### src/rtl/cpu_pkg.sv
// Shared CPU definitions: op codes, the EX->MEM packet and packet formation.
package cpu_pkg;

    localparam int DATA_W = 64;

    localparam logic [7:0] OP_ADD      = 8'd0;
    localparam logic [7:0] OP_ALU_LAST = 8'd42;
    localparam logic [7:0] OP_SB       = 8'd43;
    localparam logic [7:0] OP_SH       = 8'd44;
    localparam logic [7:0] OP_SW       = 8'd45;
    localparam logic [7:0] OP_SD       = 8'd46;
    localparam logic [7:0] OP_BEQ      = 8'd47;
    localparam logic [7:0] OP_BNE      = 8'd48;
    localparam logic [7:0] OP_BLT      = 8'd49;
    localparam logic [7:0] OP_BGE      = 8'd50;
    localparam logic [7:0] OP_BLTU     = 8'd51;
    localparam logic [7:0] OP_BGEU     = 8'd52;
    localparam logic [7:0] OP_JAL      = 8'd53;
    localparam logic [7:0] OP_JALR     = 8'd54;
    localparam logic [7:0] OP_LUI      = 8'd55;
    localparam logic [7:0] OP_AUIPC    = 8'd56;
    localparam logic [7:0] OP_ECALL    = 8'd57;
    localparam logic [7:0] OP_EBREAK   = 8'd58;
    localparam logic [7:0] OP_LB       = 8'd59;
    localparam logic [7:0] OP_LH       = 8'd60;
    localparam logic [7:0] OP_LW       = 8'd61;
    localparam logic [7:0] OP_LBU      = 8'd62;
    localparam logic [7:0] OP_LHU      = 8'd63;
    localparam logic [7:0] OP_LWU      = 8'd64;
    localparam logic [7:0] OP_LD       = 8'd65;

    typedef struct packed {
        logic [7:0]        instruction;
        logic [DATA_W-1:0] addr;
        logic [DATA_W-1:0] wdata;
        logic [DATA_W-1:0] result;
        logic [4:0]        rd;
        logic              reg_write;
    } ex_mem_pkt_t;

    localparam int PKT_W = $bits(ex_mem_pkt_t);

    function automatic logic is_load(input logic [7:0] op);
        return (op >= OP_LB) && (op <= OP_LD);
    endfunction

    function automatic logic is_store(input logic [7:0] op);
        return (op >= OP_SB) && (op <= OP_SD);
    endfunction

    function automatic logic is_branch(input logic [7:0] op);
        return (op >= OP_BEQ) && (op <= OP_BGEU);
    endfunction

    // Builds the MEM packet; fields an op does not use stay zero.
    function automatic ex_mem_pkt_t form_pkt(
        input logic [7:0]        op,
        input logic [DATA_W-1:0] alu,
        input logic [DATA_W-1:0] rs1,
        input logic [DATA_W-1:0] rs2,
        input logic [DATA_W-1:0] imm,
        input logic [DATA_W-1:0] pc,
        input logic [4:0]        rd
    );
        ex_mem_pkt_t p;
        p             = '0;
        p.instruction = op;
        p.rd          = rd;
        if (op <= OP_ALU_LAST) p.result = alu;
        if (is_load(op) || is_store(op)) p.addr = rs1 + imm;
        if (is_store(op)) p.wdata = rs2;
        case (op)
            OP_JAL, OP_JALR: p.result = pc + DATA_W'(4);
            OP_LUI:          p.result = imm;
            OP_AUIPC:        p.result = pc + imm;
            default: ;
        endcase
        // ECALL/EBREAK, stores and branches never write back.
        p.reg_write = (rd != 5'd0) &&
                      ((op <= OP_ALU_LAST) || ((op >= OP_JAL) && (op <= OP_AUIPC)) || is_load(op));
        return p;
    endfunction

endpackage

### src/rtl/ex_mem_stage_if.sv
// EX -> stage -> MEM bundle. The stage uses the slave view; the driver side uses master.
interface ex_mem_stage_if #(parameter int XLEN = 64);
    logic            flush;
    logic            ex_valid;
    logic            ex_ready;
    logic [7:0]      ex_instruction;
    logic [XLEN-1:0] ex_alu_result;
    logic [XLEN-1:0] ex_rs1;
    logic [XLEN-1:0] ex_rs2;
    logic [XLEN-1:0] ex_imm;
    logic [XLEN-1:0] ex_pc;
    logic [4:0]      ex_rd;
    logic            mem_valid;
    logic            mem_ready;
    logic [7:0]      mem_instruction;
    logic [XLEN-1:0] mem_addr;
    logic [XLEN-1:0] mem_wdata;
    logic [XLEN-1:0] mem_result;
    logic [4:0]      mem_rd;
    logic            mem_reg_write;
    logic            redirect_valid;
    logic [XLEN-1:0] redirect_pc;

    modport slave (
        input  flush, ex_valid, ex_instruction, ex_alu_result, ex_rs1, ex_rs2,
               ex_imm, ex_pc, ex_rd, mem_ready,
        output ex_ready, mem_valid, mem_instruction, mem_addr, mem_wdata,
               mem_result, mem_rd, mem_reg_write, redirect_valid, redirect_pc
    );

    modport master (
        output flush, ex_valid, ex_instruction, ex_alu_result, ex_rs1, ex_rs2,
               ex_imm, ex_pc, ex_rd, mem_ready,
        input  ex_ready, mem_valid, mem_instruction, mem_addr, mem_wdata,
               mem_result, mem_rd, mem_reg_write, redirect_valid, redirect_pc
    );
endinterface

### src/rtl/skid_fifo2.sv
// Two-entry skid FIFO. Input ready comes from a register, so it never sees out_ready.
module skid_fifo2 #(
    parameter int W = 8
) (
    input  logic         clk,
    input  logic         reset,
    input  logic         flush_i,
    input  logic         in_valid_i,
    output logic         in_ready_o,
    input  logic [W-1:0] in_data_i,
    output logic         out_valid_o,
    input  logic         out_ready_i,
    output logic [W-1:0] out_data_o,
    output logic [1:0]   count_o
);
    typedef enum logic [1:0] {EMPTY = 2'd0, ONE = 2'd1, TWO = 2'd2} state_t;

    state_t       state_q, state_d;
    logic [W-1:0] e0_q, e0_d;     // head (older entry)
    logic [W-1:0] e1_q, e1_d;
    logic         rdy_q;
    logic         push, pop;

    assign push = in_valid_i && rdy_q;
    assign pop  = (state_q != EMPTY) && out_ready_i;

    // Next state and entry updates; the head only moves on a pop or a push into an empty buffer.
    always_comb begin
        state_d = state_q;
        e0_d    = e0_q;
        e1_d    = e1_q;
        if (flush_i) begin
            state_d = EMPTY;
        end else begin
            case (state_q)
                EMPTY: if (push) begin
                    e0_d    = in_data_i;
                    state_d = ONE;
                end
                ONE: begin
                    if (push && pop) begin
                        e0_d = in_data_i;
                    end else if (push) begin
                        e1_d    = in_data_i;
                        state_d = TWO;
                    end else if (pop) begin
                        state_d = EMPTY;
                    end
                end
                TWO: if (pop) begin
                    e0_d    = e1_q;
                    state_d = ONE;
                end
                default: state_d = EMPTY;
            endcase
        end
    end

    // State register; ready is precomputed from the next state so it is a plain flop output.
    always_ff @(posedge clk or posedge reset) begin
        if (reset) begin
            state_q <= EMPTY;
            e0_q    <= '0;
            e1_q    <= '0;
            rdy_q   <= 1'b0;
        end else begin
            state_q <= state_d;
            e0_q    <= e0_d;
            e1_q    <= e1_d;
            rdy_q   <= (state_d != TWO);
        end
    end

    assign in_ready_o  = rdy_q;
    assign out_valid_o = (state_q != EMPTY);
    assign out_data_o  = e0_q;
    assign count_o     = (state_q == TWO) ? 2'd2 : ((state_q == ONE) ? 2'd1 : 2'd0);
endmodule

### src/rtl/ex_mem_stage.sv
// EX/MEM stage: forms the MEM packet, raises a one-cycle redirect for taken
// branches and jumps, and buffers packets in a two-entry skid FIFO.
module ex_mem_stage
    import cpu_pkg::*;
#(
    parameter int XLEN  = 64,
    parameter int DEPTH = 2
) (
    input logic           clk,
    input logic           reset,
    ex_mem_stage_if.slave bus
);
    if (DEPTH != 2 || XLEN != DATA_W) begin : g_bad_param
        $error("ex_mem_stage supports only DEPTH=2 and XLEN=%0d", DATA_W);
    end

    localparam logic [XLEN-1:0] LSB_CLR = {{(XLEN-1){1'b1}}, 1'b0};

    ex_mem_pkt_t     pkt_d, head;
    logic            fifo_rdy, fifo_vld;
    logic [1:0]      fifo_cnt;
    logic            accept, taken;
    logic            redir_q, redir_d;
    logic [XLEN-1:0] redir_pc_q, redir_pc_d;

    assign accept = bus.ex_valid && fifo_rdy;
    assign pkt_d  = form_pkt(bus.ex_instruction, bus.ex_alu_result, bus.ex_rs1,
                             bus.ex_rs2, bus.ex_imm, bus.ex_pc, bus.ex_rd);

    // Redirect decision; a packet arriving during a redirect is younger and is dropped.
    always_comb begin
        taken      = 1'b0;
        redir_pc_d = bus.ex_pc + bus.ex_imm;
        if (is_branch(bus.ex_instruction)) begin
            taken = bus.ex_alu_result[0];
        end else if (bus.ex_instruction == OP_JAL) begin
            taken = 1'b1;
        end else if (bus.ex_instruction == OP_JALR) begin
            taken      = 1'b1;
            redir_pc_d = (bus.ex_rs1 + bus.ex_imm) & LSB_CLR;
        end
        redir_d = accept && !redir_q && !bus.flush && taken;
    end

    // Redirect pulse register; the target holds its last value between pulses.
    always_ff @(posedge clk or posedge reset) begin
        if (reset) begin
            redir_q    <= 1'b0;
            redir_pc_q <= '0;
        end else begin
            redir_q <= redir_d;
            if (redir_d) redir_pc_q <= redir_pc_d;
        end
    end

    skid_fifo2 #(.W(PKT_W)) u_fifo (
        .clk        (clk),
        .reset      (reset),
        .flush_i    (bus.flush),
        .in_valid_i (bus.ex_valid && !redir_q),
        .in_ready_o (fifo_rdy),
        .in_data_i  (pkt_d),
        .out_valid_o(fifo_vld),
        .out_ready_i(bus.mem_ready),
        .out_data_o (head),
        .count_o    (fifo_cnt)
    );

    assign bus.ex_ready        = fifo_rdy;
    assign bus.mem_valid       = fifo_vld;
    assign bus.mem_instruction = head.instruction;
    assign bus.mem_addr        = head.addr;
    assign bus.mem_wdata       = head.wdata;
    assign bus.mem_result      = head.result;
    assign bus.mem_rd          = head.rd;
    assign bus.mem_reg_write   = head.reg_write;
    assign bus.redirect_valid  = redir_q;
    assign bus.redirect_pc     = redir_pc_q;

    a_full_not_ready: assert property (@(posedge clk) disable iff (reset)
        (fifo_cnt == 2'd2) |-> !fifo_rdy);
endmodule

### src/flat_wrapper.sv
// flat-port wrapper written by rule: the top's interface ports become plain ports
module ex_mem_stage_flat import cpu_pkg::*;
#(
    parameter int XLEN  = 64,
    parameter int DEPTH = 2
)
  (clk, reset, bus_flush, bus_ex_valid, bus_ex_instruction, bus_ex_alu_result, bus_ex_rs1, bus_ex_rs2, bus_ex_imm, bus_ex_pc, bus_ex_rd, bus_mem_ready, bus_ex_ready, bus_mem_valid, bus_mem_instruction, bus_mem_addr, bus_mem_wdata, bus_mem_result, bus_mem_rd, bus_mem_reg_write, bus_redirect_valid, bus_redirect_pc);
  ex_mem_stage_if #(.XLEN(XLEN)) bus_i ();
  input logic clk;
  input logic reset;
  input wire logic [$bits(bus_i.flush)-1:0] bus_flush;
  input wire logic [$bits(bus_i.ex_valid)-1:0] bus_ex_valid;
  input wire logic [$bits(bus_i.ex_instruction)-1:0] bus_ex_instruction;
  input wire logic [$bits(bus_i.ex_alu_result)-1:0] bus_ex_alu_result;
  input wire logic [$bits(bus_i.ex_rs1)-1:0] bus_ex_rs1;
  input wire logic [$bits(bus_i.ex_rs2)-1:0] bus_ex_rs2;
  input wire logic [$bits(bus_i.ex_imm)-1:0] bus_ex_imm;
  input wire logic [$bits(bus_i.ex_pc)-1:0] bus_ex_pc;
  input wire logic [$bits(bus_i.ex_rd)-1:0] bus_ex_rd;
  input wire logic [$bits(bus_i.mem_ready)-1:0] bus_mem_ready;
  output wire logic [$bits(bus_i.ex_ready)-1:0] bus_ex_ready;
  output wire logic [$bits(bus_i.mem_valid)-1:0] bus_mem_valid;
  output wire logic [$bits(bus_i.mem_instruction)-1:0] bus_mem_instruction;
  output wire logic [$bits(bus_i.mem_addr)-1:0] bus_mem_addr;
  output wire logic [$bits(bus_i.mem_wdata)-1:0] bus_mem_wdata;
  output wire logic [$bits(bus_i.mem_result)-1:0] bus_mem_result;
  output wire logic [$bits(bus_i.mem_rd)-1:0] bus_mem_rd;
  output wire logic [$bits(bus_i.mem_reg_write)-1:0] bus_mem_reg_write;
  output wire logic [$bits(bus_i.redirect_valid)-1:0] bus_redirect_valid;
  output wire logic [$bits(bus_i.redirect_pc)-1:0] bus_redirect_pc;
  assign bus_i.flush = bus_flush;
  assign bus_i.ex_valid = bus_ex_valid;
  assign bus_i.ex_instruction = bus_ex_instruction;
  assign bus_i.ex_alu_result = bus_ex_alu_result;
  assign bus_i.ex_rs1 = bus_ex_rs1;
  assign bus_i.ex_rs2 = bus_ex_rs2;
  assign bus_i.ex_imm = bus_ex_imm;
  assign bus_i.ex_pc = bus_ex_pc;
  assign bus_i.ex_rd = bus_ex_rd;
  assign bus_i.mem_ready = bus_mem_ready;
  assign bus_ex_ready = bus_i.ex_ready;
  assign bus_mem_valid = bus_i.mem_valid;
  assign bus_mem_instruction = bus_i.mem_instruction;
  assign bus_mem_addr = bus_i.mem_addr;
  assign bus_mem_wdata = bus_i.mem_wdata;
  assign bus_mem_result = bus_i.mem_result;
  assign bus_mem_rd = bus_i.mem_rd;
  assign bus_mem_reg_write = bus_i.mem_reg_write;
  assign bus_redirect_valid = bus_i.redirect_valid;
  assign bus_redirect_pc = bus_i.redirect_pc;
  ex_mem_stage #(.XLEN(XLEN), .DEPTH(DEPTH)) u_core (.clk(clk), .reset(reset), .bus(bus_i));
endmodule
### config.mk
export PLATFORM = sky130hd
export DESIGN_NAME = ex_mem_stage_flat
export DESIGN_NICKNAME = d
export VERILOG_FILES = /design/src/rtl/cpu_pkg.sv /design/src/rtl/ex_mem_stage_if.sv /design/src/rtl/skid_fifo2.sv /design/src/rtl/ex_mem_stage.sv /design/src/flat_wrapper.sv
export SDC_FILE = /design/constraint.sdc
export NUM_CORES = 2
export LEC_CHECK = 0
export ABC_AREA = 1
export CELL_PAD_IN_SITES_DETAIL_PLACEMENT = 1
export CELL_PAD_IN_SITES_GLOBAL_PLACEMENT = 1
export CORE_UTILIZATION = 34
export DETAILED_ROUTE_END_ITERATION = 8
export PLACE_DENSITY = 0.89
export SLEW_MARGIN = 20
export SYNTH_ARGS = -nofsm -noshare
export SYNTH_HDL_FRONTEND = slang
export SYNTH_HIERARCHICAL = 1
export SYNTH_SLANG_ARGS = --single-unit
### constraint.sdc
create_clock -name clk -period 12.2 [get_ports clk]
set_clock_uncertainty 0.1 [all_clocks]
set_input_delay 1.22 -clock clk [delete_from_list [all_inputs] [get_ports clk]]
set_output_delay 1.22 -clock clk [all_outputs]
set_load 0.02 [all_outputs]
==> summary.txt <==
Run status - completed
Area Growth Syn to Fin - 23.6%
Cell count after synthesis - 6440
Fmax - 0.209 GHz
Fin crit period - 4780 ps
Worst path slowest cell - buf_4
CP Capture Type - flip-flop
Placer Congestion - 1.05
Largest net degree at the start of global routing - 165
Ports - 611
Max IR drop VDD - 0.103 mV
Grt ovf - 0
Synthesized area per cell - 5.96 sq um
Layout cells sized above 1 - 0.0324
Vias - 45400
Horiz. Die Dim - 338 um
Initial antenna violation count - 34
Vias in the first global route - 45100
DP HPWL - 163000 um
Setup-failing EPs final - 0
Clock Latency Late Sink - 650 ps
Drt first-iter violations - 4007
Post-CTS resize count - 0
WP data arrival - 5210 ps
Pwr Density - 114 nW/um^2
Total negative slack - 0 ps
Hold slack final - 371 ps
Leakage - 26.2 nW
Crit path max fanout - 59
Period utilization - 0.392
Max cap viols - 0
Remaining DRCs - 0
RSZ-0062 raised after global routing - false
Worst slew pin tran - 1310 ps
Crit path required time - 12640 ps
Fin nets - 7350
Clock buffer count from CTS - 57
Syn_nets - 6907
Hold Buf Count CTS - 0
Critical Path, Cell by Cell - clkdlybuf4s50_1 > nor2_4 > inv_2 > nor2_4 > nand2_2 > clkinv_1 > nand3_1 > o21ai_1 > nand2_2 > buf_4 > inv_2 > buf_4 > o21ai_0 > o22a_1
All-layer global routing usage - 0.350
Slew margin rel. - 0.123
Rows - 122
PortBufs - 610
Max incr delay on CP - 620 ps
Clk slew on worst S/H paths - 60 ps
TritonCTS clock tree - yes
First-pass GRT wire length - 296000 um
Startpoint types - primary input
CTS root buf - clkbuf_16
Die Height - 338 um
Max Slew Vio Count - 0
Yosys warnings - 6
CTS Buffer Depth - 3
Critical path type - in -> reg
Core box area - 111000 sq um
Vias/cell - 5.38
Buf/Inv on CP - 6
# H-tree levels - 2
Sink Count - 480
Die area - 114000 sq um
Crit path max-delay family - buffers and inverters
Hold Fails Final Rpt - 0
Layout fillers - 14800
Antenna-violating nets left - 0
Drt first pass iters - 5
Wire per inst - 24.4 um
WL final - 206000 um
Post-CTS setup buffer count - 0
Synth Cell Area - 38400 sq um
Hold Path Class - reg -> reg
Starting Density - 0.345
## final timing paths
kind | start | cells past startpoint | slack (ps) | endpoint
hold reg to reg | u_core/u_fifo/e1_q[7] | 2 | 370 | u_core/u_fifo/e1_q[7]
max in group asynchronous | reset | 6 | 8550 | u_core/u_fifo/out_data_o[60]
hold / removal | u_core/u_fifo/e1_q[7] | 2 | 370 | u_core/u_fifo/e1_q[7]
setup reg to reg | u_core/u_fifo/state_q[1] | 9 | 7660 | u_core/u_fifo/out_data_o[8]
min in group asynchronous | reset | 3 | 1020 | u_core/bus.redirect_pc[9]
setup / recovery | bus_ex_instruction[7] | 14 | 7420 | u_core/bus.redirect_pc[11]
## flip-flops by register name (all words and copies together) (netlist names)
register	flops
u_core/u_fifo/out_data_o	206
u_core/bus.redirect_valid	1
u_core/u_fifo/in_ready_o	1
u_core/bus.redirect_pc	64
u_core/u_fifo/e1_q	206
u_core/u_fifo/state_q	2
## layer usage
layer	track usage	share of wire	vias to the layer above
met1	0.457	0.42	22100
met3	0.0612	0.073	451
met4	0.180	0.057	26
li1	-	-	21000
met5	0	0.00084	-
met2	0.555	0.45	1805
## cell type report
type                            instances  area [sq um]  share of cell area
Sequential cell                       480         12000               0.253
Timing Repair Buffer                  648          6500               0.137
Clock buffer                           78          1570              0.0330
Antenna cell                           25          62.6             0.00132
Clock inverter                         22           215             0.00453
Multi-Input combinational cell       4887         22200               0.468
Inverter                              809          3050              0.0641
Tap cell                             1488          1860              0.0392
## worst register-to-register path: stages (launching register included)
cell and delay [ps]:
dfrtp_4 1060, inv_2 110, nand2_1 180, inv_1 100, nor2_4 150, buf_4 720, buf_4 770, buf_4 870
nand3_1 310, nand2_1 130
## power by group
part | internal [W] | switching (W)
sequential | 0.00177 | 0.000131
clock | 0.000957 | 0.000751
combinational | 0.000610 | 0.00120
total | 0.00334 | 0.00209
## metrics by stage
| stage | power (W) | instance area (sq um) | utilization | worst slack (ps) | instances |
|---|---|---|---|---|---|
| after floorplan | 0.00282 | 38400 | - | 5280 | 6440 |
| after global placement | 0.00367 | 45600 | 0.410 | 7040 | 8310 |
| after detailed placement | 0.00371 | 45600 | 0.410 | 6940 | 8310 |
| after CTS | 0.00543 | 47400 | 0.426 | 7610 | 8410 |
| after global routing | 0.00565 | 47500 | 0.426 | 7290 | 8429 |
| final | 0.00543 | 47500 | 0.427 | 7420 | 8437 |
## cell usage in the layout, fill, tap and decap left out, types with 42 or more instances in the layout
master,count
clkbuf_16,58
nor2_1,381
inv_1,788
o21ai_0,43
nand4_1,76
a21oi_1,138
dfrtp_1,479
nor3_1,52
clkdlybuf4s50_1,610
xnor2_1,42
nand3_1,918
ha_1,127
nand2_1,2914
No activity file was read; power rests on OpenSTA's default activity.
